<file path="config.mk">
export PLATFORM = sky130hd
export DESIGN_NAME = cluster_soc_evt_fifo
export DESIGN_NICKNAME = d
export VERILOG_FILES = /design/src/rtl/pulp_cluster_package.sv /design/src/rtl/cluster_soc_evt_fifo.sv
export SDC_FILE = /design/constraint.sdc
export NUM_CORES = 1
export LEC_CHECK = 0
export ABC_AREA = 0
export CAP_MARGIN = 20
export CORE_MARGIN = 1.5
export CORE_UTILIZATION = 52
export CTS_BUF_LIST = sky130_fd_sc_hd__clkbuf_8
export DETAILED_ROUTE_END_ITERATION = 10
export PLACE_DENSITY_LB_ADDON = 0.25
export SETUP_SLACK_MARGIN = 0.5
export SYNTH_ARGS = -nofsm -noshare
export SYNTH_HDL_FRONTEND = slang
export SYNTH_SLANG_ARGS = --single-unit
</file>
<file path="constraint.sdc">
create_clock -name clk_i -period 3 [get_ports clk_i]
set_clock_uncertainty 0.15 [all_clocks]
set_input_delay 0.6 -clock clk_i [delete_from_list [all_inputs] [get_ports clk_i]]
set_output_delay 0.6 -clock clk_i [all_outputs]
set_load 0.02 [all_outputs]
</file>
<file path="src/rtl/pulp_cluster_package.sv">
// Cluster-wide constants shared by the SoC event path.
package pulp_cluster_package;

    localparam int unsigned SOC_EVT_FIFO_DEPTH = 8;
    localparam int unsigned SOC_EVT_DROP_CNT_W = 16;
    localparam int unsigned SOC_EVT_WIDTH      = 8;

    // Pointer width for a power-of-two ring that keeps one extra wrap bit.
    function automatic int unsigned soc_evt_ptr_width(input int unsigned depth);
        return $clog2(depth) + 1;
    endfunction

endpackage

</file>
<file path="src/rtl/cluster_soc_evt_fifo.sv">
// First-word fall-through buffer between the SoC event input and the event unit,
// optionally dropping (and counting) events that arrive while it is full.
module cluster_soc_evt_fifo
    import pulp_cluster_package::*;
#(
    parameter int unsigned EVNT_WIDTH   = SOC_EVT_WIDTH,
    parameter int unsigned DEPTH        = SOC_EVT_FIFO_DEPTH,
    parameter bit          DROP_ON_FULL = 1'b1
) (
    input  logic                       clk_i,
    input  logic                       rst_ni,
    input  logic                       flush_i,
    input  logic                       cnt_clear_i,
    input  logic                       src_valid_i,
    input  logic [EVNT_WIDTH-1:0]      src_data_i,
    output logic                       src_ready_o,
    output logic                       evt_valid_o,
    output logic [EVNT_WIDTH-1:0]      evt_data_o,
    input  logic                       evt_ready_i,
    output logic [$clog2(DEPTH):0]     level_o,
    output logic [SOC_EVT_DROP_CNT_W-1:0] drop_cnt_o,
    output logic                       overflow_o
);

    localparam int unsigned AW = $clog2(DEPTH);
    localparam int unsigned PW = soc_evt_ptr_width(DEPTH);
    localparam int unsigned CW = SOC_EVT_DROP_CNT_W;
    localparam logic [CW-1:0] CNT_MAX = {CW{1'b1}};

    logic [EVNT_WIDTH-1:0] mem [DEPTH];

    logic [PW-1:0] wr_ptr_q, wr_ptr_d;
    logic [PW-1:0] rd_ptr_q, rd_ptr_d;
    logic [CW-1:0] drop_cnt_q, drop_cnt_d;
    logic          overflow_q, overflow_d;

    logic full;
    logic empty;
    logic push;
    logic pop;
    logic drop;

    // Wrap bits differ with equal indices means the writer lapped the reader.
    assign full  = (wr_ptr_q[PW-1] != rd_ptr_q[PW-1]) &&
                   (wr_ptr_q[AW-1:0] == rd_ptr_q[AW-1:0]);
    assign empty = (wr_ptr_q == rd_ptr_q);

    assign src_ready_o = DROP_ON_FULL ? 1'b1 : !full;
    assign evt_valid_o = !empty;
    assign evt_data_o  = mem[rd_ptr_q[AW-1:0]];
    assign level_o     = wr_ptr_q - rd_ptr_q;
    assign drop_cnt_o  = drop_cnt_q;
    assign overflow_o  = overflow_q;

    // A flush swallows the offered event without treating it as a drop.
    assign push = src_valid_i && src_ready_o && !full && !flush_i;
    assign pop  = evt_valid_o && evt_ready_i && !flush_i;
    assign drop = DROP_ON_FULL && src_valid_i && full && !flush_i;

    always_comb begin
        wr_ptr_d   = wr_ptr_q;
        rd_ptr_d   = rd_ptr_q;
        drop_cnt_d = drop_cnt_q;
        overflow_d = drop;

        if (flush_i) begin
            wr_ptr_d = '0;
            rd_ptr_d = '0;
        end else begin
            if (push) begin
                wr_ptr_d = wr_ptr_q + PW'(1);
            end
            if (pop) begin
                rd_ptr_d = rd_ptr_q + PW'(1);
            end
        end

        if (cnt_clear_i) begin
            drop_cnt_d = '0;
        end else if (drop && (drop_cnt_q != CNT_MAX)) begin
            drop_cnt_d = drop_cnt_q + CW'(1);
        end
    end

    always_ff @(posedge clk_i or negedge rst_ni) begin
        if (!rst_ni) begin
            wr_ptr_q   <= '0;
            rd_ptr_q   <= '0;
            drop_cnt_q <= '0;
            overflow_q <= 1'b0;
        end else begin
            wr_ptr_q   <= wr_ptr_d;
            rd_ptr_q   <= rd_ptr_d;
            drop_cnt_q <= drop_cnt_d;
            overflow_q <= overflow_d;
        end
    end

    // Storage is left unreset; stale entries are never visible once the pointers clear.
    always_ff @(posedge clk_i) begin
        if (push) begin
            mem[wr_ptr_q[AW-1:0]] <= src_data_i;
        end
    end

endmodule

</file>
==> metrics.yaml <==
syn_to_final_growth_pct: 27.06
powerDensity_mw_per_mm2: 555.6
worst_slack_ns: 0.4081
grt_pass1_vias: 2409
stdcell_count: 447
crit_fanout: 8
preCtsSetupSlack_ns: 0.2260
drt-total-wl_um: 7764
worstSetupPathType: "reg2out"
rows: 31
synth_top_family_by_area: "simple AND/OR/NAND/NOR gates"
cts_buffers: 9
initial_core_util_pct: 53.68
firstDrtPassIters: 5
worstPathRequired_ns: 2.25
grt_max_degree: 26
cts_max_path_buffers: 2
irDropWorstVdd_mv: 0.3142
final_cell_mix: "64 x edfxtp_1, 35 x nand2_1, 30 x clkdlybuf4s50_1, 24 x dfrtp_1, 18 x buf_4"
clock_latency_ns: 0.37
synth_xor_area_share_pct: 3.374
power.share.switching_pct: 28.10
final_common_cell: "edfxtp_1"
num_io_pins: 45
p_total_uw: 2748
drive_gt1_share_pct: 28.74
design.die.area_mm2: 0.008016
power.internal_uw: 1976
drt_iter0_markers: 125
htree_levels: 3
ys_ff_latch: 89
via_per_inst: 5.438
die_y_um: 89.53
grt_pass1_wl_um: 12370
comb_power_share_pct: 21.7
fin_nets: 364
syn-cell-area_mm2: 0.003894
postSynthAreaPerCell_um2: 14.01
dp_cells: 420
postCtsHoldBufs: 0
track_usage_pct: 21.87
n_antenna_cell: 0
fin_crit_sh_pct: 86.40
synth.distinct_cells: 38
rsz0062_at_grt: "yes"
crit_path_end_kind: "output pin"
fmax_mhz: 385.8
dp_hpwl_um: 4994
die_width_um: 89.53
core_area_mm2: 0.007253
gp_congestion: 0.8042
vias: 2431
startpoint: "rd_ptr_q[0]"
hold_viol: 0
p_leak_uw: 0.001755
cts_tree: "yes"
fin_crit_ns: 2.592
antenna_found_initial: 0
maxCapViolations: 0
crit_path_max_incr_delay_ns: 0.50
crit_chain: "buf_12 -> buf_12 -> mux4_2 -> nand2_2 -> nand2_2 -> buf_6"
cts.clk_slew.worst_paths_ns: 0.10
p_clk_share_pct: 29.1
slew_viol_final: 0
critPathLaunchType: "register"
synthSimpleGateAreaFrac_pct: 12.72
cts_root_buf: "clkbuf_8"
seqPwrFrac_pct: 49.1
hp-class: "in2async"
setup_violations: 0
syn_inst: 278
synth_fp_nets: 299
rrSetupSlack_ns: 0.62
arrival_ns: 1.84
synthMuxAreaShare_pct: 9.769
synth-compound-area-share_pct: 3.985
drc_errors: 0
clock-sinks: 89
reg2reg_from: "rd_ptr_q[2]"
yosysWarningCount: 0
whs_ns: 0.4420
grt-ovfl-total: 0
tns_ns: 0
critPathSlowestCell: "mux4_2"
p_sw_uw: 772.3
place.port_buffers: 43
synth_adder_area_share_pct: 2.442
ant_nets: 0
status: "completed"
wl_per_cell_um: 17.37
ys_seq_area_share_pct: 65.42
Yosys cell counts (all sizes together):
master   number  area share, %
xor2          7            1.6
nor2         22            2.1
nand2b        2           0.32
and2          1           0.16
o21ai         9            1.3
dfrtp        25             16
mux4         16            9.3
buf           6           0.80
nor4          4           0.96
or3           8            1.3
nand4         3           0.48
o2111ai       2           0.61
clkbuf        4           0.39
xnor2         8            1.8
a21oi        11            1.4
inv           8           0.77
and3          1           0.16
nand2        43            4.1
edfxtp       64             49
nand3        11            1.7
ha            6            1.9
fa            1           0.51
nor3          4           0.51
o211ai        1           0.32
o31ai         1           0.19
conb          1          0.096
or4           3           0.58
clkinv        1           0.22
a21o          1           0.19
nor2b         2           0.32
mux2i         2           0.51
power by group through the flow:
stage / Sequential, µW / Clock [µW] / Combinational, µW
floorplan: 1380 / 0 / 308
global placement: 1380 / 0 / 500
detailed placement: 1380 / 0 / 502
CTS: 1350 / 817 / 566
global route: 1350 / 874 / 645
finish: 1350 / 801 / 597
timing repair:
action | 4_1_cts | 5_1_grt
pin swaps | 15 | 4
resized for setup | 78 | 12
gates cloned | 0 | 0
endpoints found under the setup margin | 37 | 40
setup buffers | 9 | 2
routing by layer:
metal / vias up / part of all wire, % / GRT usage, %
li1: 1161 / - / -
met1: 1201 / 48 / 31.06
met2: 57 / 46 / 33.63
met3: 12 / 3.9 / 5.540
met4: 0 / 1.4 / 6.713
met5: - / 0 / 0
area by class of cell:
class                      count  area [µm²]
multi-input combinational    170        1393
inverter                       9       41.29
clock buffer                   9       123.9
fill                         491        2306
clock inverter                 7       72.57
timing repair buffer          64       644.4
tap                           99       123.9
sequential                    89        2549
worst paths after layout:
path,endpoint,cells past startpoint
setup / recovery,evt_data_o[4],6
hold / removal,rd_ptr_q[3],2
setup reg to reg,mem[0][4],7
hold reg to reg,drop_cnt_o[6],2
max in group asynchronous,wr_ptr_q[2],2
min in group clk_i,drop_cnt_o[6],2
state kept, by name, indices dropped and copies added, names as in the netlist:
name and cells:
drop_cnt_o 16, mem 64, overflow_o 1, rd_ptr_q 4, wr_ptr_q 4
through the flow:
stage	cell area (µm²)	utilization, %
global placement	4547	62.69
floorplan	3954	-
finish	4947	68.21
detailed placement	4547	62.69
global route	4947	68.21
CTS	4862	67.03
cell families after synthesis:
group,after synthesis
AO/OA/AOI/OAI,25
XOR/XNOR,15
adder cells (fa/ha/maj),7
buffers and inverters,19
flip-flops,89
multiplexers,18
other,1
AND/OR/NAND/NOR,104
worst max-delay path: cells and delay by family (launching register included):
family | cells | cell delay (ns)
flip-flops | 1 | 0.41
multiplexers | 1 | 0.50
AND/OR/NAND/NOR | 2 | 0.14
buffers and inverters | 3 | 0.40
No activity file was read; power rests on OpenSTA's default activity.
